==> src/rtl/fifo_uart_pkg.sv <==
// rtl/fifo_uart_pkg.sv - shared types and helpers for the FIFO-fed UART transmitter
package fifo_uart_pkg;

  typedef enum logic [2:0] {
    IDLE,
    START,
    DATA,
    PARITY,
    STOP
  } state_t;

  localparam int DATA_W = 8;

  // Clock cycles from the first start-bit cycle to the end of the last stop bit.
  function automatic int frame_cycles(input int cpb, input int par, input int stop);
    return cpb * (1 + DATA_W + par + stop);
  endfunction

endpackage

==> src/rtl/uart_bit_timer.sv <==
// rtl/uart_bit_timer.sv - clearable modulo-CLKS_PER_BIT counter producing bit boundary ticks
module uart_bit_timer #(
  parameter int CLKS_PER_BIT = 4
) (
  input  logic clk,
  input  logic rst,
  input  logic clear,
  output logic bit_tick
);

  localparam int W = $clog2(CLKS_PER_BIT);

  logic [W-1:0] cnt;

  assign bit_tick = (cnt == W'(CLKS_PER_BIT - 1));

  always_ff @(posedge clk) begin
    if (!rst || clear) begin
      cnt <= '0;
    end else if (bit_tick) begin
      cnt <= '0;
    end else begin
      cnt <= cnt + W'(1);
    end
  end

endmodule

==> src/rtl/fifo_uart_tx.sv <==
// rtl/fifo_uart_tx.sv - pops bytes from the FIFO and serialises them as UART frames
module fifo_uart_tx
  import fifo_uart_pkg::*;
#(
  parameter int CLKS_PER_BIT = 4,
  parameter int PARITY_EN    = 0,
  parameter int PARITY_ODD   = 0,
  parameter int STOP_BITS    = 1
) (
  input  logic        clk,
  input  logic        rst,
  input  logic        enable,
  input  logic        fifo_empty,
  input  logic [7:0]  fifo_data,
  output logic        fifo_rd,
  output logic        tx,
  output logic        busy,
  output logic        frame_done,
  output logic [15:0] bytes_sent
);

  state_t            state;
  logic [DATA_W-1:0] shift;
  logic [3:0]        bit_cnt;
  logic              stop_cnt;
  logic              parity;
  logic              bit_tick;
  logic              last_stop;
  logic              pop;

  uart_bit_timer #(.CLKS_PER_BIT(CLKS_PER_BIT)) u_timer (
    .clk      (clk),
    .rst      (rst),
    .clear    (pop),
    .bit_tick (bit_tick)
  );

  assign last_stop  = (state == STOP) && bit_tick && (stop_cnt == 1'(STOP_BITS - 1));
  // A pop in the last stop cycle chains straight into the next start bit.
  assign pop        = (state == IDLE || last_stop) && enable && !fifo_empty && rst;
  assign fifo_rd    = pop;
  assign frame_done = last_stop;

  always_ff @(posedge clk) begin
    if (!rst) begin
      state      <= IDLE;
      shift      <= '0;
      bit_cnt    <= '0;
      stop_cnt   <= 1'b0;
      parity     <= 1'b0;
      tx         <= 1'b1;
      busy       <= 1'b0;
      bytes_sent <= '0;
    end else begin
      if (last_stop) begin
        bytes_sent <= bytes_sent + 16'd1;
      end
      if (pop) begin
        state  <= START;
        shift  <= fifo_data;
        parity <= (^fifo_data) ^ 1'(PARITY_ODD);
        tx     <= 1'b0;
        busy   <= 1'b1;
      end else begin
        case (state)
          IDLE: begin
            tx   <= 1'b1;
            busy <= 1'b0;
          end
          START: begin
            if (bit_tick) begin
              state   <= DATA;
              bit_cnt <= '0;
              tx      <= shift[0];
            end
          end
          DATA: begin
            if (bit_tick) begin
              if (bit_cnt == 4'(DATA_W - 1)) begin
                stop_cnt <= 1'b0;
                if (PARITY_EN != 0) begin
                  state <= PARITY;
                  tx    <= parity;
                end else begin
                  state <= STOP;
                  tx    <= 1'b1;
                end
              end else begin
                bit_cnt <= bit_cnt + 4'd1;
                shift   <= shift >> 1;
                tx      <= shift[1];
              end
            end
          end
          PARITY: begin
            if (bit_tick) begin
              state    <= STOP;
              stop_cnt <= 1'b0;
              tx       <= 1'b1;
            end
          end
          STOP: begin
            if (bit_tick) begin
              if (last_stop) begin
                state <= IDLE;
                busy  <= 1'b0;
              end else begin
                stop_cnt <= stop_cnt + 1'b1;
              end
              tx <= 1'b1;
            end
          end
          default: begin
            state <= IDLE;
            tx    <= 1'b1;
            busy  <= 1'b0;
          end
        endcase
      end
    end
  end

endmodule

==> config.mk <==
export PLATFORM = sky130hd
export DESIGN_NAME = fifo_uart_tx
export DESIGN_NICKNAME = d
export VERILOG_FILES = /design/src/rtl/fifo_uart_pkg.sv /design/src/rtl/uart_bit_timer.sv /design/src/rtl/fifo_uart_tx.sv
export SDC_FILE = /design/constraint.sdc
export NUM_CORES = 1
export LEC_CHECK = 0
export BUFFER_PORTS_ARGS = -buffer_cell sky130_fd_sc_hd__buf_2
export CAP_MARGIN = 25
export CORE_AREA = 4 4 62 64
export CTS_CLUSTER_SIZE = 30
export DETAILED_ROUTE_END_ITERATION = 16
export DIE_AREA = 0 0 66 68
export PLACE_DENSITY_LB_ADDON = 0.1
export RECOVER_POWER = 100
export SLEW_MARGIN = 20
export SYNTH_ARGS = -nofsm -noshare
export SYNTH_HDL_FRONTEND = slang
export SYNTH_SLANG_ARGS = --single-unit
==> constraint.sdc <==
create_clock -name clk -period 2 [get_ports clk]
set_clock_uncertainty 0.05 [all_clocks]
set_input_delay 0.1 -clock clk [delete_from_list [all_inputs] [get_ports clk]]
set_output_delay 0.1 -clock clk [all_outputs]
set_load 0.1 [all_outputs]
==> impl_metrics.json, run 1 <==
{
  "fin_nets": 270,
  "ys_seq_elements": 36,
  "synth_nets": 225,
  "synth_warnings": 0,
  "worst_slew_pin_slew_ns": 1.17,
  "io_buffer_count": 31,
  "synthFlopType": "dfxtp_1",
  "finalCritPeriodShare_pct": 95.3,
  "powerDensity_mw_per_mm2": 663,
  "die_h_um": 68,
  "setup_viol": 0,
  "synth_top_area_share_pct": 41.9,
  "hold_path_class": "in2reg",
  "use_met2_pct": 32.2,
  "clk_latency_ns": 0.33,
  "viasPerCell": 5.63,
  "num_antenna_cells": 0,
  "wire_per_inst_um": 13.6,
  "syn_area_per_cell_um2": 8.20,
  "fillers": 289,
  "worst_hold_slack_ns": 0.0183,
  "period_needed_ns": 1.91,
  "startpoint_type": "flop",
  "dpl_worst_slack_ns": 0.134,
  "synth.largest_area_cell": "dfxtp_1",
  "wl_mm": 4.12,
  "busiest_layer": "met2",
  "first_pass_iters": 4,
  "syn-cell-area_mm2": 0.00172,
  "synth_area_leaders": "dfxtp_1 (42%), nand2_1 (6.1%), a21oi_1 (4.4%), nor2_1 (4.4%), mux2i_1 (4.1%)",
  "layout-drive-gt1-share_pct": 22.7,
  "clk_pin_slew_ns": 0.11,
  "grt_use_met3_pct": 4.43,
  "route.vias.total": 1701,
  "p_switching_uw": 338,
  "start_util_pct": 52.4,
  "cts_max_level": 2,
  "synthArstFlopShare_pct": 0,
  "p_leak_nw": 0.833,
  "crit_type": "reg2reg",
  "finalPower_mw": 1.46,
  "power_frac_clock_pct": 38.8,
  "pwr-share-comb_pct": 10.5,
  "drc_errors": 0,
  "clockBufferDepth": 2,
  "grt_util_all_layers_pct": 19.4,
  "die_w_um": 66,
  "max-slew-margin-rel_pct": 22.5,
  "synth_cell_types": 39,
  "cp.arrival_ns": 2.13,
  "status": "complete, no violations",
  "clock-sinks": 36,
  "cts_tree": "built",
  "grt_pass1_wl_mm": 6.76,
  "swShare_pct": 23.1,
  "synth_cells": 210,
  "grt_pass1_vias": 1522,
  "grt_max_degree": 21,
  "drt_iter0_drc": 110,
  "gp_congestion": 0.842,
  "synth_edf_count": 0,
  "rsz0062_at_grt": "no",
  "hold_viol_final": 0,
  "max_freq_ghz": 0.525,
  "p_int_mw": 1.12,
  "cp_data_required_time_ns": 2.22,
  "setup_ws_ns": 0.0936,
  "dp_hpwl_mm": 2.98,
  "crit_fanout": 4,
  "drv_cap": 0,
  "core-area_mm2": 0.00328,
  "seq_area_frac_synth_pct": 41.9,
  "root_buffer": "clkbuf_4",
  "numCtsBuffers": 5,
  "ir_drop_mv": 0.536,
  "ant_nets": 0,
  "grt_remaining_overflow": 0,
  "dieArea_mm2": 0.00449,
  "areaGrowthSynthToFinish_pct": 28.1,
  "antenna_found_initial": 0,
  "slew_violations": 0,
  "cp-end-kind": "flop",
  "rows": 21,
  "grt_util_met1_pct": 24.8,
  "pwr-share-seq_pct": 50.7,
  "num_io_pins": 32
}
## final timing paths
check | start | endpoint | slack, ns | cells past startpoint
max | state[1] | bytes_sent[11] | 0.09 | 4
min reg2reg | u_timer.cnt[0] | u_timer.cnt[0] | 0.39 | 1
max reg2reg | state[1] | bytes_sent[11] | 0.09 | 4
min | fifo_data[3] | shift[3] | 0.02 | 3
## per-layer routing
layer  vias up  routed length [um]
met3         4                 258
met5         -                   0
met2        49                1920
met4         0                  44
li1        843                   -
met1       805                1900
## timing repair
action                                  in CTS  in global routing
hold buffers                                 4                  0
endpoints found under the setup margin       1                  7
setup buffers                                0                  1
pin swaps                                    0                  1
endpoints found under the hold margin        4                  0
gates resized for setup                      2                  5
## area by class of cell
| class | instances | area, um2 | area share, % |
|---|---|---|---|
| multi-input cells | 160 | 996 | 45.2 |
| flip-flops and latches | 36 | 743 | 33.7 |
| repair buffers | 48 | 298 | 13.5 |
| clock buffers | 7 | 65.1 | 2.95 |
| well taps | 46 | 57.6 | 2.61 |
| clock inverters | 1 | 30.0 | 1.36 |
| inverters | 4 | 15.0 | 0.681 |
## per-stage QoR
stage                     utilization (%)  TNS, ns  instance area (um2)  cells
after floorplan                         -  -0.0757                 1760    210
after global placement               62.6        0                 2050    289
after detailed placement             62.6        0                 2050    289
after CTS                            67.1        0                 2200    301
after global routing                 67.1        0                 2200    302
final                                67.1        0                 2200    302
## cell usage after synthesis, types with 2 or more instances
cell,n
o21ai_0,14
ha_1,3
nor2_1,20
o22ai_1,3
a22oi_1,2
a31oi_1,7
nand4_1,6
mux2i_1,7
nand2_1,28
dfxtp_1,36
and2_1,2
xnor2_1,7
a21oi_1,15
nor3b_1,2
nand3b_1,3
clkbuf_1,10
nor3_1,3
nor4bb_1,3
inv_1,3
or3_1,4
nand2b_1,6
nor4_1,4
nand3_1,6
## state kept, by name, indices dropped and copies added (netlist names)
signal and cells:
shift 8, stop_cnt 1, bit_cnt 4, u_timer.cnt 2, state 3, bytes_sent 16
busy 1, tx 1
## cell usage in the layout, fill, tap and decap left out, drive strengths merged, types with 4 or more instances in the layout
cell         instances
a21oi               15
a31oi                7
buf                 25
clkbuf              26
dfxtp               36
dlygate4sd3          4
mux2i                7
nand2               28
nand2b               6
nand3                6
nand4                6
nor2                20
nor4                 5
o21ai               15
or3                  4
xnor2                7
## power groups by stage
stage / clock (mW) / combinational [mW] / sequential [mW]
floorplan: 0 / 0.0744 / 0.771
global placement: 0 / 0.134 / 0.756
detailed placement: 0 / 0.141 / 0.757
CTS: 0.580 / 0.150 / 0.741
global route: 0.610 / 0.168 / 0.743
finish: 0.567 / 0.153 / 0.741
## cell families (layout without fill, tap and decap cells)
family,Yosys count,after routing,synth area share (%)
simple gates,96,96,29.5
mux,7,7,4.07
xor+xnor,8,8,4.07
fa+ha+maj,3,3,2.18
compound gates,46,46,15.3
flops,36,36,41.9
buf+inv,14,60,3.05
## worst max-delay path, stage by stage (launching register included)
cell and delay (ns):
dfxtp_1 0.38, or3b_1 0.38, or4_1 0.58, or3_1 0.33, a21oi_1 0.13
Note: power is estimated with default switching activity, not from simulation.
==> run 2: changes to the inputs <==
--- a/config.mk
+++ b/config.mk
@@ -11,6 +11,7 @@
 export CTS_CLUSTER_SIZE = 30
 export DETAILED_ROUTE_END_ITERATION = 16
 export DIE_AREA = 0 0 66 68
+export MAX_ROUTING_LAYER = met4
 export PLACE_DENSITY_LB_ADDON = 0.1
 export RECOVER_POWER = 100
 export SLEW_MARGIN = 20
==> impl_metrics.json, run 2 (synthesis gave the netlist of run 1 again) <==
{
  "status": "complete, no violations",
  "start_util_pct": 52.4,
  "swShare_pct": 23.4,
  "worst_hold_slack_ns": 0.0158,
  "dpl_cell_area_mm2": 0.00205,
  "largest_register": "bytes_sent",
  "viasPerCell": 5.64,
  "final_util_pct": 67.1,
  "antenna_found_initial": 0,
  "crit_fanout": 4,
  "first_pass_iters": 4,
  "clk_latency_ns": 0.34,
  "worst_slew_pin_slew_ns": 1.17,
  "path_cells": "or3b_1 -> or4_1 -> or3_1 -> a21oi_1",
  "fin_nets": 270,
  "stdcell_area_mm2": 0.00220,
  "reg_top3": "bytes_sent x16, shift x8, bit_cnt x4",
  "hold_viol_final": 0,
  "grt_pass1_wl_mm": 6.76,
  "numCtsBuffers": 5,
  "startpoint_type": "flop",
  "num_antenna_cells": 0,
  "finalCritPeriodShare_pct": 95.3,
  "num_io_pins": 32,
  "grt_remaining_overflow": 0,
  "p_int_mw": 1.12,
  "pwr-share-seq_pct": 50.5,
  "critical-path-max-stage-delay_ns": 0.58,
  "tns_ns": 0,
  "cp_data_required_time_ns": 2.22,
  "p_switching_uw": 342,
  "ant_nets": 0,
  "grt_pass1_vias": 1522,
  "max-slew-margin-rel_pct": 22.5,
  "areaGrowthSynthToFinish_pct": 28.1,
  "grt_max_degree": 21,
  "setup_ws_ns": 0.0944,
  "root_buffer": "clkbuf_4",
  "wl_mm": 4.11,
  "layout_commonest_cell": "nand2_1",
  "dieArea_mm2": 0.00449,
  "cts_max_level": 2,
  "cpMaxStageDelayCell": "or4_1",
  "cp-end-kind": "flop",
  "mostFrequentLayoutCells": "nand2_1 (28), dfxtp_1 (26), nor2_1 (18), a21oi_1 (15), o21ai_0 (14)",
  "route.vias.total": 1703,
  "powerDensity_mw_per_mm2": 665,
  "gp_congestion": 0.856,
  "clk_pin_slew_ns": 0.11,
  "clock-sinks": 36,
  "max_freq_ghz": 0.525,
  "rows": 21,
  "rsz0062_at_grt": "no",
  "wire_per_inst_um": 13.6,
  "grt_util_all_layers_pct": 20.0,
  "dpl_worst_slack_ns": 0.134,
  "ir_drop_mv": 0.536,
  "drt_iter0_drc": 98,
  "crit_type": "reg2reg",
  "die_w_um": 66,
  "io_buffer_count": 31,
  "layout-drive-gt1-share_pct": 22.7,
  "slew_violations": 0,
  "cts_tree": "built",
  "fillers": 289,
  "setup_viol": 0,
  "core-area_mm2": 0.00328,
  "cp.arrival_ns": 2.13,
  "p_leak_nw": 0.833,
  "drv_cap": 0,
  "largest_reg_flops": 16,
  "die_h_um": 68,
  "period_needed_ns": 1.91,
  "pwr-share-comb_pct": 10.5,
  "dp_hpwl_mm": 2.98,
  "clockBufferDepth": 2,
  "drc_errors": 0,
  "power_frac_clock_pct": 39.0,
  "hold_path_class": "in2reg"
}
[run 2: path summary, 6_finish.rpt]
path	start	to	slack (ns)	cells after the start
hold / removal	fifo_data[3]	shift[3]	0.02	3
setup reg to reg	state[1]	bytes_sent[11]	0.09	4
hold reg to reg	u_timer.cnt[0]	u_timer.cnt[0]	0.39	1
setup / recovery	state[1]	bytes_sent[11]	0.09	4
[run 2: worst max-delay path: cells and delay by family, from the launching register on]
| kind | cells | cell delay [ns] |
|---|---|---|
| AOI/OAI and AO/OA | 1 | 0.13 |
| DFF | 1 | 0.38 |
| and+or+nand+nor | 3 | 1.29 |
[run 2: layout make-up]
class,count,area (um2),share of cell area [%]
Timing Repair Buffer,48,298,13.5
Tap cell,46,57.6,2.61
Multi-Input combinational cell,160,996,45.2
Inverter,4,15.0,0.681
Sequential cell,36,743,33.7
Clock inverter,1,30.0,1.36
Clock buffer,7,65.1,2.95
[run 2: power by group through the flow]
stage	logic, mW	clock network, mW	registers (mW)
6_report	0.154	0.572	0.741
3_5_place_dp	0.141	0	0.757
5_1_grt	0.168	0.610	0.743
3_3_place_gp	0.134	0	0.756
4_1_cts	0.150	0.580	0.741
2_1_floorplan	0.0744	0	0.771
[run 2: stage by stage]
stage	total power, mW	std cells
after floorplan	0.846	210
after detailed placement	0.897	289
after global placement	0.890	289
after global routing	1.52	302
final	1.47	302
after CTS	1.47	301
[run 2: what timing repair did]
action	CTS	global route
gates resized for setup	2	5
setup endpoints to repair	1	7
pin swaps	0	1
setup buffers	0	1
hold buffers	4	0
endpoints found under the hold margin	4	0
[run 2: layer usage]
metal / vias to the layer above / global-route usage (%) / routed length (um) / share of wire (%)
met5: - / - / 0 / 0
met2: 37 / 32.2 / 1920 / 47
met3: 5 / 4.43 / 192 / 4.7
li1: 844 / - / - / -
met4: 0 / 7.11 / 54 / 1.3
met1: 817 / 24.8 / 1950 / 47
==> run 3: changes to the inputs <==
--- a/config.mk
+++ b/config.mk
@@ -5,12 +5,13 @@
 export SDC_FILE = /design/constraint.sdc
 export NUM_CORES = 1
 export LEC_CHECK = 0
+export ABC_AREA = 1
 export BUFFER_PORTS_ARGS = -buffer_cell sky130_fd_sc_hd__buf_2
 export CAP_MARGIN = 25
-export CORE_AREA = 4 4 62 64
+export CORE_AREA = 5 5 67 69
 export CTS_CLUSTER_SIZE = 30
 export DETAILED_ROUTE_END_ITERATION = 16
-export DIE_AREA = 0 0 66 68
+export DIE_AREA = 0 0 72 74
 export MAX_ROUTING_LAYER = met4
 export PLACE_DENSITY_LB_ADDON = 0.1
 export RECOVER_POWER = 100
==> impl_metrics.json, run 3 <==
{
  "synth_nets": 322,
  "wire_per_inst_um": 11.4,
  "hold_path_class": "in2reg",
  "synth_cells": 307,
  "start_util_pct": 52.9,
  "ys_seq_elements": 36,
  "p_leak_nw": 1.00,
  "die_h_um": 74,
  "clock-sinks": 36,
  "cts_tree": "built",
  "setup_viol": 0,
  "ant_nets": 0,
  "grt_max_degree": 22,
  "viasPerCell": 5.06,
  "grt_remaining_overflow": 0,
  "tns_ns": 0,
  "fin_nets": 359,
  "period_needed_ns": 1.85,
  "synth_most_common_cell": "nand2_1",
  "post_cts_buffers": 0,
  "reg_top3": "bytes_sent x16, shift x8, bit_cnt x4",
  "cp.arrival_ns": 1.70,
  "grt_pass1_wl_mm": 7.80,
  "cp-end-kind": "output port",
  "ir_drop_mv": 0.404,
  "drc_errors": 0,
  "layout_commonest_cell": "nand2_1",
  "cp_data_required_time_ns": 1.85,
  "synth_edf_count": 0,
  "drt_iter0_drc": 151,
  "highest_layer": "met4",
  "met1_length_mm": 2.09,
  "dieArea_mm2": 0.00533,
  "synthArstFlopShare_pct": 0,
  "core-area_mm2": 0.00386,
  "synth.largest_area_cell": "dfxtp_1",
  "rsz0062_at_grt": "no",
  "numCtsBuffers": 5,
  "wl_mm": 4.50,
  "clk_latency_ns": 0.29,
  "num_io_pins": 32,
  "die_w_um": 72,
  "largest_reg_flops": 16,
  "grt_util_all_layers_pct": 18.7,
  "mostFrequentLayoutCells": "nand2_1 (84), nor2_1 (40), inv_1 (39), dfxtp_1 (29), nand3_1 (21)",
  "clockBufferDepth": 2,
  "wl_met3_um": 147,
  "largest_register": "bytes_sent",
  "synth_cell_types": 30,
  "status": "complete, no violations",
  "final_util_pct": 60.4,
  "syn-cell-area_mm2": 0.00204,
  "clk_pin_slew_ns": 0.07,
  "antenna_found_initial": 0,
  "dr_wl_met2_mm": 2.20,
  "rows": 23,
  "max_freq_ghz": 0.540,
  "finalPower_mw": 2.11,
  "crit_type": "reg2out",
  "root_buffer": "clkbuf_8",
  "synth_warnings": 0,
  "io_buffer_count": 31,
  "gp_congestion": 0.923,
  "hold_viol_final": 0,
  "layout-drive-gt1-share_pct": 14.2,
  "dp_hpwl_mm": 3.21,
  "powerDensity_mw_per_mm2": 904,
  "synth_top_area_share_pct": 35.4,
  "ys_top_cells_by_count": "nand2_1 (83), inv_1 (39), nor2_1 (38), dfxtp_1 (36), nand3_1 (20)",
  "synth_area_leaders": "dfxtp_1 (35%), nand2_1 (15%), inv_1 (7.2%), nor2_1 (7.0%), nand3_1 (4.9%)",
  "finalCritPeriodShare_pct": 92.6,
  "drv_cap": 0,
  "reg2reg_slack_ns": 0.22,
  "crit_fanout": 11,
  "grt_pass1_vias": 1842,
  "seq_area_frac_synth_pct": 35.4,
  "cts_max_level": 2,
  "first_pass_iters": 4,
  "slew_violations": 0,
  "areaGrowthSynthToFinish_pct": 14.3,
  "route.vias.total": 1997,
  "num_antenna_cells": 0,
  "max-slew-margin-rel_pct": 22.5,
  "startpoint_type": "flop",
  "worst_slew_pin_slew_ns": 1.17,
  "synthFlopType": "dfxtp_1",
  "syn_area_per_cell_um2": 6.64
}
-- run 3: cell count changes after synthesis, sizes merged, moves of 7 or more --
cell	previous run	this run
nand2	28	89
inv	3	42
nor2	20	46
nand3	6	21
nand4	6	15
o211ai	0	8
a31oi	7	0
mux2i	7	0
-- run 3: power breakdown --
| part | switching [mW] | leakage, nW | internal (mW) |
|---|---|---|---|
| logic | 0.483 | 0.662 | 0.220 |
| clock network | 0.263 | 0.0455 | 0.281 |
| registers | 0.0643 | 0.296 | 0.794 |
| total | 0.810 | 1.00 | 1.30 |
-- run 3: critical path, stage by stage, from the launching register on --
cell,delay [ns]
dfxtp_1,0.34
ha_1,0.23
nand2_2,0.12
a21oi_4,0.19
nand3_4,0.18
clkinvlp_2,0.18
buf_12,0.18
-- run 3: what timing repair did --
item | CTS | global route
gates resized for setup | 0 | 1
endpoints found under the hold margin | 1 | 0
hold buffers | 1 | 0
endpoints found under the setup margin | 0 | 2
-- run 3: stage by stage --
stage               std cells  hold slack [ns]  setup WS (ns)  instance area [um2]
global placement          385            0.252          0.375                 2270
finish                    395            0.133          0.148                 2330
detailed placement        385            0.260          0.309                 2270
global route              395            0.147         0.0378                 2330
CTS                       394            0.126         0.0484                 2370
floorplan                 307            0.160        0.00290                 2050
-- run 3: final timing paths --
| kind | from | endpoint | cells after the start |
|---|---|---|---|
| worst max-delay path | u_timer.cnt[0] | fifo_rd | 6 |
| worst min-delay path | fifo_data[4] | shift[4] | 5 |
| worst max register to register | u_timer.cnt[0] | bytes_sent[7] | 7 |
| worst min register to register | u_timer.cnt[0] | u_timer.cnt[0] | 1 |
-- run 3: area by class of cell --
type | instances | area, um2
Inverter | 42 | 159
Timing Repair Buffer | 37 | 194
Tap cell | 50 | 62.6
Fill cell | 405 | 1530
Multi-Input combinational cell | 222 | 1090
Sequential cell | 36 | 729
Clock buffer | 8 | 90.1
-- run 3: cell families after synthesis --
logic type	share of synthesized area, %
fa+ha+maj	1.84
simple gates	39.9
xor+xnor	1.29
compound gates	11.4
flops	35.4
buf+inv	10.2
-- run 3: layer usage --
| metal | vias to the layer above | GRT usage [%] |
|---|---|---|
| met5 | - | - |
| met4 | 0 | 6.26 |
| met3 | 7 | 2.84 |
| met2 | 29 | 33.0 |
| met1 | 902 | 21.8 |
| li1 | 1059 | - |
